[config.mk]
export PLATFORM = sky130hd
export DESIGN_NAME = rtc_time_decoder
export DESIGN_NICKNAME = d
export VERILOG_FILES = /design/src/rtl/rtc_time_decoder.sv
export SDC_FILE = /design/constraint.sdc
export NUM_CORES = 1
export LEC_CHECK = 0
export ABC_AREA = 0
export BUFFER_PORTS_ARGS = -buffer_cell sky130_fd_sc_hd__buf_2
export CAP_MARGIN = 10
export CORE_ASPECT_RATIO = 1.2
export CORE_UTILIZATION = 35
export CTS_BUF_LIST = sky130_fd_sc_hd__clkbuf_8
export DETAILED_ROUTE_END_ITERATION = 16
export GPL_ROUTABILITY_DRIVEN = 0
export PLACE_DENSITY = 0.62
export SYNTH_ARGS = -nofsm -noshare
export SYNTH_HDL_FRONTEND = slang
export SYNTH_SLANG_ARGS = --single-unit
export TNS_END_PERCENT = 50
[constraint.sdc]
create_clock -name clk -period 4.7 [get_ports clk]
set_input_delay 0.235 -clock clk [delete_from_list [all_inputs] [get_ports clk]]
set_output_delay 0.235 -clock clk [all_outputs]
set_load 0.01 [all_outputs]
[src/rtl/rtc_time_decoder.sv]
// rtl/rtc_time_decoder.sv - RTC seconds count to days/hours/minutes/seconds decoder
//
// Purpose:
//   A single restoring divider produces one quotient bit per clock. It runs three
//   chained stages: seconds/86400, then the day remainder /3600, then the hour
//   remainder /60. All stages share one subtractor. The divisor constant is selected
//   by the current state.
//
// Ports:
//   clk           in   1   system clock
//   rst_n         in   1   synchronous active-low reset
//   i_start       in   1   request pulse, sampled only while idle
//   i_seconds_in  in  32   seconds value, latched when i_start is accepted
//   o_busy        out  1   conversion in progress
//   o_done        out  1   one-cycle pulse when results are updated
//   o_days        out 16   i_seconds_in / 86400
//   o_hours       out  5   0..23
//   o_minutes     out  6   0..59
//   o_secs        out  6   0..59

module rtc_time_decoder (
    input  logic        clk,
    input  logic        rst_n,
    input  logic        i_start,
    input  logic [31:0] i_seconds_in,
    output logic        o_busy,
    output logic        o_done,
    output logic [15:0] o_days,
    output logic [4:0]  o_hours,
    output logic [5:0]  o_minutes,
    output logic [5:0]  o_secs
);

    localparam logic [2:0] S_IDLE     = 3'd0;
    localparam logic [2:0] S_DIV_DAY  = 3'd1;
    localparam logic [2:0] S_DIV_HOUR = 3'd2;
    localparam logic [2:0] S_DIV_MIN  = 3'd3;
    localparam logic [2:0] S_FINISH   = 3'd4;

    logic [2:0]  r_state;
    logic [4:0]  r_cnt;
    logic [31:0] r_op;      // dividend, consumed MSB-first
    logic [16:0] r_rem;
    logic [14:0] r_quo;     // only the low 16 quotient bits of any stage can be non-zero
    logic [15:0] r_day_q;
    logic [4:0]  r_hour_q;
    logic [5:0]  r_min_q;
    logic [5:0]  r_sec_q;
    logic        r_busy;
    logic        r_done;
    logic [15:0] r_days;
    logic [4:0]  r_hours;
    logic [5:0]  r_minutes;
    logic [5:0]  r_secs;

    logic [17:0] w_divisor;
    logic [17:0] w_trial;
    logic [17:0] w_diff;
    logic        w_qbit;
    logic [16:0] w_rem_next;
    logic        w_unused;

    always_comb begin
        w_divisor = 18'd0;
        case (r_state)
            S_DIV_DAY:  w_divisor = 18'd86400;
            S_DIV_HOUR: w_divisor = 18'd3600;
            S_DIV_MIN:  w_divisor = 18'd60;
            default:    w_divisor = 18'd0;
        endcase
    end

    // Shared restoring step. The remainder stays below the divisor, so bit 17
    // of the trial and of the difference never survives into the next remainder.
    assign w_trial    = {r_rem, r_op[31]};
    assign w_diff     = w_trial - w_divisor;
    assign w_qbit     = (w_trial >= w_divisor);
    assign w_rem_next = w_qbit ? w_diff[16:0] : w_trial[16:0];
    assign w_unused   = w_trial[17] ^ w_diff[17];

    always_ff @(posedge clk) begin
        if (!rst_n) begin
            r_state   <= S_IDLE;
            r_cnt     <= 5'd0;
            r_op      <= 32'd0;
            r_rem     <= 17'd0;
            r_quo     <= 15'd0;
            r_day_q   <= 16'd0;
            r_hour_q  <= 5'd0;
            r_min_q   <= 6'd0;
            r_sec_q   <= 6'd0;
            r_busy    <= 1'b0;
            r_done    <= 1'b0;
            r_days    <= 16'd0;
            r_hours   <= 5'd0;
            r_minutes <= 6'd0;
            r_secs    <= 6'd0;
        end else begin
            r_done <= 1'b0;
            case (r_state)
                S_IDLE: begin
                    if (i_start) begin
                        r_op    <= i_seconds_in;
                        r_rem   <= 17'd0;
                        r_quo   <= 15'd0;
                        r_cnt   <= 5'd31;
                        r_busy  <= 1'b1;
                        r_state <= S_DIV_DAY;
                    end
                end
                S_DIV_DAY, S_DIV_HOUR, S_DIV_MIN: begin
                    r_op  <= {r_op[30:0], 1'b0};
                    r_rem <= w_rem_next;
                    r_quo <= {r_quo[13:0], w_qbit};
                    r_cnt <= r_cnt - 5'd1;
                    if (r_cnt == 5'd0) begin
                        // Stage boundary: the remainder becomes the next dividend,
                        // left-aligned so its MSB feeds the next step.
                        r_rem <= 17'd0;
                        r_quo <= 15'd0;
                        if (r_state == S_DIV_DAY) begin
                            r_day_q <= {r_quo, w_qbit};
                            r_op    <= {w_rem_next, 15'd0};
                            r_cnt   <= 5'd16;
                            r_state <= S_DIV_HOUR;
                        end else if (r_state == S_DIV_HOUR) begin
                            r_hour_q <= {r_quo[3:0], w_qbit};
                            r_op     <= {w_rem_next[11:0], 20'd0};
                            r_cnt    <= 5'd11;
                            r_state  <= S_DIV_MIN;
                        end else begin
                            r_min_q <= {r_quo[4:0], w_qbit};
                            r_sec_q <= w_rem_next[5:0];
                            r_state <= S_FINISH;
                        end
                    end
                end
                S_FINISH: begin
                    r_days    <= r_day_q;
                    r_hours   <= r_hour_q;
                    r_minutes <= r_min_q;
                    r_secs    <= r_sec_q;
                    r_done    <= 1'b1;
                    r_busy    <= 1'b0;
                    r_state   <= S_IDLE;
                end
                default: begin
                    r_busy  <= 1'b0;
                    r_state <= S_IDLE;
                end
            endcase
        end
    end

    assign o_busy    = r_busy;
    assign o_done    = r_done;
    assign o_days    = r_days;
    assign o_hours   = r_hours;
    assign o_minutes = r_minutes;
    assign o_secs    = r_secs;

endmodule
==> results of run 1 <==
-- cells in the mapped netlist (all sizes together) (2+ instances only) --
library cell / count
a31oi: 7
o221a: 2
xor2: 4
a211oi: 7
nand3: 8
a21oi: 85
a221o: 3
a2bb2oi: 2
inv: 14
clkbuf: 49
o21a: 7
nor2b: 2
or3: 4
mux2i: 6
or2: 3
nor3: 30
a221oi: 24
buf: 6
o211ai: 4
ha: 13
and2: 3
o21ai: 30
a211o: 3
o211a: 2
nor4b: 2
o221ai: 7
a22oi: 26
or4: 2
nor2: 83
o31a: 2
dfxtp: 140
nand2b: 5
nand4: 3
xnor2: 9
nor3b: 2
nor4: 4
mux2: 7
nand2: 167
-- through the flow --
step                hold slack [ps]  util, %  total power [uW]
floorplan                       376        -              2540
global placement                441     39.1              2870
detailed placement              443     39.1              2870
CTS                            52.7     41.7              3970
global route                   78.1     41.7              4220
finish                         67.9     41.7              3990
-- logic make-up after synthesis --
| kind of cell | after synthesis | synth area share [%] |
|---|---|---|
| AO/OA/AOI/OAI | 220 | 22.8 |
| XOR/XNOR | 13 | 1.79 |
| adder cells (fa/ha/maj) | 14 | 2.88 |
| buffers and inverters | 69 | 4.22 |
| flip-flops | 140 | 44.2 |
| multiplexers | 13 | 2.43 |
| AND/OR/NAND/NOR | 323 | 21.7 |
-- worst reg2reg max path, cell delays in order, from the launching register on --
cell	delay, ps
dfxtp_1	460
nor2b_1	270
nand2_1	200
inv_1	150
ha_1	170
inv_1	50
fa_1	400
a21o_1	200
a311o_1	380
o211a_1	260
or3_4	520
mux2_2	370
a221oi_1	270
o221ai_1	160
-- final cells by class --
cell class	count	share of cell area, %
clock inverters	10	2.18
repair buffers	86	6.47
clock buffers	21	3.93
flip-flops and latches	140	38.1
well taps	220	3.74
multi-input cells	583	44.8
inverters	14	0.732
-- repair_timing --
| item | 4_1_cts | 5_1_grt |
|---|---|---|
| resized for setup | 0 | 0 |
| hold buffers | 1 | 0 |
| endpoints found under the hold margin | 1 | 0 |
| setup buffers | 0 | 0 |
-- flip-flops by register name, summed over array words and instances, names as in the netlist --
name / cells
r_op: 32
r_rem: 17
o_days: 16
r_day_q: 16
r_quo: 15
o_minutes: 6
o_secs: 6
r_min_q: 6
r_sec_q: 6
o_hours: 5
r_cnt: 5
r_hour_q: 5
r_state: 3
o_busy: 1
o_done: 1
-- power breakdown --
part	internal, uW	leakage, uW	switching, uW	total, uW
clock	633	0.000228	470	1100
sequential	1280	0.00114	106	1390
combinational	612	0.00144	886	1500
-- layer usage --
metal / vias to the layer above / part of all wire [%] / routed length, um
met5: - / 0 / 0
met4: 0 / 3.4 / 600
met3: 50 / 6.2 / 1090
met2: 206 / 44 / 7760
met1: 2707 / 46 / 8010
li1: 2894 / - / -
-- path summary, 6_finish.rpt --
kind                                  end        startpoint  slack, ps
worst max-delay path             r_op[23]        r_state[2]        710
worst min-delay path             r_op[12]  i_seconds_in[12]         70
worst max register to register   r_op[23]        r_state[2]        710
worst min register to register  o_days[1]         o_days[1]        450
==> impl_metrics.csv, run 1 <==
group,metric,value,unit
place,placed_area,6890,um^2
critical_path,crit_family,"compound AO/OA/AOI/OAI gates",
die,dieHeight,149,um
drt,wire_per_inst,16.3,um
synth,syn_avg_cell_area,8.01,um^2
synth,synth.area.top_cells,"dfxtp_1, nand2_1, a21oi_1",
synth,yosysWarnings,0,
global_route,antenna_found_initial,0,
clocking,clock-sinks,140,
drt,final_antenna_net_count,0,
finish,register_area,2800,um^2
finish,fin_nets,891,
die,rows,53,
sta,finalSetupViolCount,0,
place,dp_hpwl,11600,um
outcome,violations,"DRC",
global_route,grt_max_degree,86,
clocking,cts_max_level,4,
place,pre_cts_slack,753,ps
critical_path,crit_type,"register to register",
global_route,top_usage_layer,"met2",
finish,final_cells,1074,
critical_path,cp-end-kind,"register",
power,ir_drop,338,uV
drt,via_per_inst,5.45,
sta,fin_tns_setup,0,ps
global_route,grt_pass1_vias,5585,
critical_path,critPathMaxFanout,21,
synth,ys.flop_type,"dfxtp_1",
sta,hold_viol,0,
sta,period_needed,3990,ps
clocking,cts_buffers,17,
finish,most-common-layout-cells,"nand2_1, dfxtp_1, a21oi_1, nor2_1, buf_2",
die,die_x,125,um
synth,yosys.area.top_type,"dfxtp_1",
drt,drt_iter0_drc,570,
sta,slew_viol_final,0,
clocking,cts_buffer_depth,2,
critical_path,cp.arrival,4320,ps
power,p_leak,0.00281,uW
finish,multi_input_area,3290,um^2
finish,diodes,0,
synth,ys_seq_area_share,44.2,%
drt,routed_wl,17500,um
place,portBuffers,69,
sta,relSlewSlack,29.5,%
synth,ys_ff_latch,140,
drt,drtPass1Iterations,11,
finish,drive_gt1_share,16.0,%
global_route,use_met3,4.83,%
critical_path,reg2regPathDepth,13,
min_path,hp-class,"input pin to register",
critical_path,path_buf_inv,2,
outcome,status,"complete, but fails checks",
clocking,tritoncts,"done",
synth,synth_top_area_share,44.2,%
finish,syn_to_final_growth,15.9,%
clocking,clk_latency,470,ps
global_route,grt_use_met2,30.2,%
job,cap_viol_max_count,0,
sta,setup_ws,707,ps
critical_path,worst-path-stages,13,
die,core_area,17600,um^2
clocking,clk_pin_slew_worst_paths,80,ps
min_path,holdPathStages,3,
global_route,grt_overflow,0,
synth,syn_nets,841,
critical_path,crit_path_frequent_cell,"inv_1",
critical_path,startpoint_type,"register",
clocking,clock-root-buffer,"clkbuf_8",
place,dp.cells,1042,
critical_path,crit_path_max_incr_delay,520,ps
drt,vias,5857,
sta,period_share,85.0,%
finish,n_fill_cell,1851,
synth,synth_cell_types,59,
finish,stdcell_area,7350,um^2
drt,drc,4,
synth,postSynthCellCount,792,
global_route,grt_pass1_wl,28600,um
synth,synth-edff-count,0,
critical_path,required,5030,ps
power,p_per_area,542,nW/um^2
sta,rsz0062_at_grt,"false",
die,start_util,36.0,%
sta,clock.fmax,250,MHz
critical_path,crit_slowest_cell,"or3_4",
die,ios,70,
die,dieArea,18700,um^2
critical_path,crit_chain,"nor2b_1 > nand2_1 > inv_1 > ha_1 > inv_1 > fa_1 > a21o_1 > a311o_1 > o211a_1 > or3_4 > mux2_2 > a221oi_1 > o221ai_1",
global_route,grt_use_total,19.3,%
sta,tightest_slew,1060,ps
sta,clock_skew,10.4,ps
finish,layout_commonest_cell,"nand2_1",
synth,synthArstFlopShare,0,%
synth,syn_area,6340,um^2
global_route,gr-usage-met1,24.9,%
(Power assumes the default switching activity.)
==> run 2, diff against run 1 <==
==> constraint.sdc (replaced) <==
create_clock -name clk -period 3.95 [get_ports clk]
set_input_delay 0.1975 -clock clk [delete_from_list [all_inputs] [get_ports clk]]
set_output_delay 0.1975 -clock clk [all_outputs]
set_load 0.01 [all_outputs]
==> run 2 against run 1 <==
Net effect: the run still ends with DRC left; register-to-register slack worse by 440 ps; sequential share of layout area up 0.13 points; combinational power is 23% higher; sequential power grew 18%; first-iteration DRC count down 15%; non-clock buffer count grew 11; utilization is 0.14 points lower; clock power decreased by 5%; critical path depth did not move.
==> impl_metrics.csv, run 2 (synthesis results as in run 1) <==
group,metric,value,unit
outcome,status,"complete, but fails checks",
outcome,violations,"DRC",
power,switching_power,1730,uW
sta,relSlewSlack,21.5,%
clocking,cts_buffer_depth,2,
drt,final_antenna_net_count,0,
min_path,hp-class,"input pin to register",
sta,tightest_slew,1180,ps
critical_path,crit_type,"register to register",
finish,fin_nets,902,
sta,slew_viol_final,0,
clocking,postCtsSetupBuffers,0,
sta,fin_tns_setup,0,ps
clocking,clock-sinks,140,
drt,wire_per_inst,15.8,um
critical_path,cp-end-kind,"register",
die,rows,53,
sta,hold_viol,0,
finish,drive_gt1_share,16.6,%
global_route,grt_pass1_vias,5303,
power,ir_drop,382,uV
drt,vias,5905,
global_route,grt_overflow,0,
die,start_util,36.0,%
drt,drtPass1Iterations,11,
sta,finalSetupViolCount,0,
power,p_leak,0.00282,uW
power,pwr-share-seq,36.2,%
sta,rsz0062_at_grt,"false",
power,p_clk_share,23.1,%
sta,period_needed,3680,ps
power,sw_frac_of_total,38.1,%
clocking,clk_pin_slew_worst_paths,80,ps
power,p_per_area,618,nW/um^2
finish,largest_reg_flops,32,
power,cell_internal_pwr,2800,uW
finish,most-common-layout-cells,"nand2_1, dfxtp_1, a21oi_1, nor2_1, buf_2",
clocking,clk_latency,450,ps
critical_path,critPathMaxFanout,21,
critical_path,cp.arrival,3980,ps
die,die_x,125,um
critical_path,startpoint_type,"register",
finish,top_register,"r_op",
sta,period_share,93.3,%
die,ios,70,
finish,diodes,0,
job,cap_viol_max_count,0,
place,dp_hpwl,11700,um
global_route,grt_max_degree,76,
finish,syn_to_final_growth,15.5,%
global_route,grt_pass1_wl,27600,um
finish,n_fill_cell,1818,
place,portBuffers,69,
sta,clock.fmax,271,MHz
drt,drc,4,
die,dieHeight,149,um
finish,layout_commonest_cell,"nand2_1",
finish,reg_top3,"r_op x32, r_rem x17",
power,power_frac_comb,40.7,%
sta,clock_skew,9.86,ps
clocking,cts_buffers,17,
clocking,clock-root-buffer,"clkbuf_8",
drt,drt_iter0_drc,483,
global_route,grt_use_total,18.6,%
die,dieArea,18700,um^2
clocking,tritoncts,"done",
place,dp.cells,1053,
finish,final_cells,1083,
power,total_power,4530,uW
global_route,antenna_found_initial,0,
critical_path,required,4250,ps
drt,routed_wl,17100,um
clocking,cts_max_level,4,
drt,via_per_inst,5.45,
die,core_area,17600,um^2
==> run 2: changes by cell type in the layout (fill, tap and decap cells not counted) <==
cell	previous run	this run
buf_4	16	27
bufinv_16	4	1
clkbuf_8	21	19
clkinv_4	0	1
clkinvlp_4	1	2
inv_1	13	16
inv_6	2	0
==> run 2: layout make-up <==
| cell class | instances | area [um^2] | area share, % |
|---|---|---|---|
| Inverter | 14 | 53.8 | 0.734 |
| Sequential cell | 140 | 2800 | 38.3 |
| Multi-Input combinational cell | 583 | 3290 | 45.0 |
| Clock inverter | 10 | 80.1 | 1.09 |
| Clock buffer | 19 | 262 | 3.57 |
| Timing Repair Buffer | 97 | 558 | 7.62 |
| Tap cell | 220 | 275 | 3.76 |
==> run 2: worst max-delay path, cell delays in order, from the launching register on <==
cell and delay [ps]:
dfxtp_1 320, nor2b_1 220, nand2_1 100, inv_1 80
ha_1 170, inv_1 60, fa_1 400, a21o_1 210
a311o_1 390, o211a_1 270, or3_4 520, mux2_2 390
a221oi_1 310, nor4_1 90
==> run 2: power groups by stage <==
stage	Sequential, uW	Clock, uW	Combinational [uW]
final	1640	1040	1840
after global routing	1650	1130	1990
after CTS	1640	1060	1820
after detailed placement	1670	0	1810
after global placement	1670	0	1810
after floorplan	1620	0	1400
==> run 2: final timing paths <==
kind	from	to	slack, ps	cells past startpoint
worst min register to register	r_hour_q[1]	o_hours[1]	450	2
worst max-delay path	r_state[1]	r_op[19]	270	13
worst min-delay path	i_seconds_in[9]	r_op[9]	50	3
worst max register to register	r_state[1]	r_op[19]	270	13
==> run 2: timing repair <==
action / in CTS / in global routing
hold endpoints to repair: 1 / 0
resized for setup: 0 / 0
hold buffers: 1 / 0
==> run 2: layer usage <==
metal / GRT usage, % / share of wire, % / vias up
met2: 29.7 / 45 / 176
li1: - / - / 2925
met4: 7.80 / 2.9 / 0
met1: 24.1 / 46 / 2763
met5: 0 / 0 / -
met3: 4.43 / 5.4 / 41
==> run 2: per-stage QoR <==
stage / util, % / worst slack [ps] / hold WS [ps] / cell area, um^2
3_5_place_dp: 39.5 / 302 / 443 / 6970
5_1_grt: 41.5 / 34.6 / 60.7 / 7330
6_report: 41.5 / 266 / 50.0 / 7330
3_3_place_gp: 39.5 / 371 / 440 / 6970
4_1_cts: 41.5 / 291 / 26.3 / 7330
2_1_floorplan: - / 407 / 338 / 6340
==> run 3, diff against run 2 <==
--- a/config.mk
+++ b/config.mk
@@ -5,15 +5,15 @@
 export SDC_FILE = /design/constraint.sdc
 export NUM_CORES = 1
 export LEC_CHECK = 0
-export ABC_AREA = 0
+export ABC_AREA = 1
 export BUFFER_PORTS_ARGS = -buffer_cell sky130_fd_sc_hd__buf_2
 export CAP_MARGIN = 10
 export CORE_ASPECT_RATIO = 1.2
-export CORE_UTILIZATION = 35
+export CORE_UTILIZATION = 61
 export CTS_BUF_LIST = sky130_fd_sc_hd__clkbuf_8
 export DETAILED_ROUTE_END_ITERATION = 16
 export GPL_ROUTABILITY_DRIVEN = 0
-export PLACE_DENSITY = 0.62
+export PLACE_DENSITY = 0.92
 export SYNTH_ARGS = -nofsm -noshare
 export SYNTH_HDL_FRONTEND = slang
 export SYNTH_SLANG_ARGS = --single-unit
==> run 3 against run 2 <==
Net effect: the run now ends clean; wire length grew 3.1%; clock power grew 19%; global-route usage rose by 13 points; critical path depth increased by 5; utilization is 29 points higher; synthesized cell count grew 23%; flip-flop and latch count stayed put; worst hold slack worse by 30 ps; via count is 14% higher; synthesized area grew 6.1%; sequential power rose by 7%.
==> impl_metrics.csv, run 3 <==
group,metric,value,unit
die,rows,41,
sta,fin_tns_setup,0,ps
global_route,grt_overflow,0,
drt,wire_per_inst,15.1,um
drt,via_per_inst,5.77,
finish,largest_reg_flops,32,
synth,synth.area.top_cells,"dfxtp_1, nand2_1, nor2_1",
place,dp_hpwl,11500,um
sta,finalSetupViolCount,0,
global_route,grt_max_degree,88,
power,total_power,6740,uW
sta,clock.fmax,309,MHz
clocking,cts_max_level,4,
critical_path,cp-end-kind,"register",
sta,hold_viol,0,
clocking,cts_buffer_depth,2,
power,p_per_area,900,nW/um^2
synth,synth_cell_types,40,
clocking,clk_pin_slew_worst_paths,70,ps
power,cell_internal_pwr,3390,uW
die,die_x,97.9,um
finish,diodes,0,
sta,period_share,82.0,%
clocking,hold_buffers,0,
clocking,clk_latency,460,ps
synth,synth-edff-count,0,
global_route,grt_pass1_wl,28600,um
critical_path,required,4340,ps
sta,slew_viol_final,0,
finish,drive_gt1_share,14.9,%
synth,yosys.area.top_type,"dfxtp_1",
finish,reg_top3,"r_op x32, r_rem x17",
outcome,status,"complete, no violations",
synth,synthMostInstantiatedCell,"nand2_1",
die,start_util,63.4,%
global_route,grt_use_total,31.7,%
power,p_clk_share,18.3,%
global_route,use_met3,7.60,%
synth,ys.flop_type,"dfxtp_1",
die,core_area,10600,um^2
synth,syn_avg_cell_area,6.88,um^2
power,ir_drop,559,uV
place,placed_area,7060,um^2
power,pwr-share-seq,26.1,%
clocking,postCtsSetupBuffers,0,
power,power_frac_comb,55.6,%
die,dieHeight,117,um
power,sw_frac_of_total,49.6,%
synth,ys_ff_latch,140,
sta,tightest_slew,967,ps
clocking,tritoncts,"done",
die,ios,70,
sta,clock_skew,9.02,ps
global_route,grt_use_met2,52.9,%
drt,drtPass1Iterations,6,
finish,fin_nets,1073,
power,p_leak,0.00347,uW
global_route,grt_pass1_vias,6157,
sta,rsz0062_at_grt,"false",
finish,layout_commonest_cell,"nand2_1",
critical_path,crit_type,"register to register",
drt,routed_wl,17600,um
drt,drt_iter0_drc,768,
synth,synth_common_cells,"nand2_1, nor2_1, dfxtp_1, a21oi_1, o21ai_0",
synth,synth_top_area_share,41.6,%
sta,period_needed,3240,ps
clocking,clock-sinks,140,
drt,final_antenna_net_count,0,
min_path,hp-class,"input pin to register",
global_route,top_usage_layer,"met2",
finish,final_util,70.5,%
synth,syn_area,6730,um^2
sta,relSlewSlack,35.5,%
clocking,cts_buffers,17,
critical_path,critPathMaxFanout,20,
clocking,post_cts_resized,0,
clocking,clock-root-buffer,"clkbuf_8",
global_route,antenna_found_initial,0,
power,switching_power,3350,uW
synth,syn_nets,1027,
critical_path,cp.arrival,3620,ps
synth,synthArstFlopShare,0,%
place,portBuffers,69,
die,dieArea,11500,um^2
critical_path,startpoint_type,"register",
job,cap_viol_max_count,0,
synth,ys_seq_area_share,41.6,%
global_route,gr-usage-met1,37.0,%
synth,yosysWarnings,0,
finish,most-common-layout-cells,"nand2_1, nor2_1, dfxtp_1, a21oi_1, o21ai_0",
finish,top_register,"r_op",
finish,stdcell_area,7490,um^2
synth,postSynthCellCount,978,
drt,vias,6730,
drt,drc,0,
finish,syn_to_final_growth,11.2,%
-- run 3: path summary, 6_finish.rpt --
kind              start  endpoint  slack (ps)  cells after the start
max reg2reg  r_state[2]  r_op[20]         710                     18
max          r_state[2]  r_op[20]         710                     18
min reg2reg    r_op[12]  r_op[13]         460                      2
min             i_start    o_busy          20                      3
-- run 3: final cells by class --
type                    instances  area [um^2]
clock buffers                  19          262
clock inverters                13          165
fillers                       776         3130
inverters                      75          282
multi-input cells             712         3400
flip-flops and latches        140         2800
well taps                     129          161
repair buffers                 78          413
-- run 3: logic make-up after synthesis --
group	after synthesis	share of synthesized area (%)
flip-flops	140	41.6
adder cells (fa/ha/maj)	14	2.71
buffers and inverters	126	7.88
AND/OR/NAND/NOR	466	29.4
AO/OA/AOI/OAI	226	17.6
XOR/XNOR	6	0.781
-- run 3: power groups by stage --
stage               combinational [uW]  clock [uW]  sequential [uW]
finish                            3750        1240             1760
detailed placement                3640           0             1780
floorplan                         3190           0             1730
CTS                               3680        1230             1760
global placement                  3540           0             1780
global route                      4160        1300             1780
-- run 3: per-stage QoR --
step / std cells / setup WS [ps] / hold slack, ps
floorplan: 978 / 1510 / 340
global route: 1166 / 460 / 20.2
global placement: 1134 / 879 / 446
finish: 1166 / 711 / 20.4
detailed placement: 1134 / 810 / 449
CTS: 1166 / 768 / 9.74
-- run 3: routing by layer --
metal,up-vias,wire length (um)
met5,-,0
met2,333,8390
met4,0,931
met3,90,1320
met1,3047,6990
li1,3260,-
-- run 3: critical path, cell delays in order, from the launching register on --
cell	delay, ps
dfxtp_1	370
inv_2	130
nand2_1	140
nor2_2	300
inv_2	140
ha_1	390
nand2_1	110
nand2_1	80
nand2_1	60
nand2_1	80
a21oi_2	220
nand3_4	290
inv_2	290
nand2_1	80
nand2_1	180
nand2_1	80
nand3_1	80
nand2_1	60
a21oi_1	110
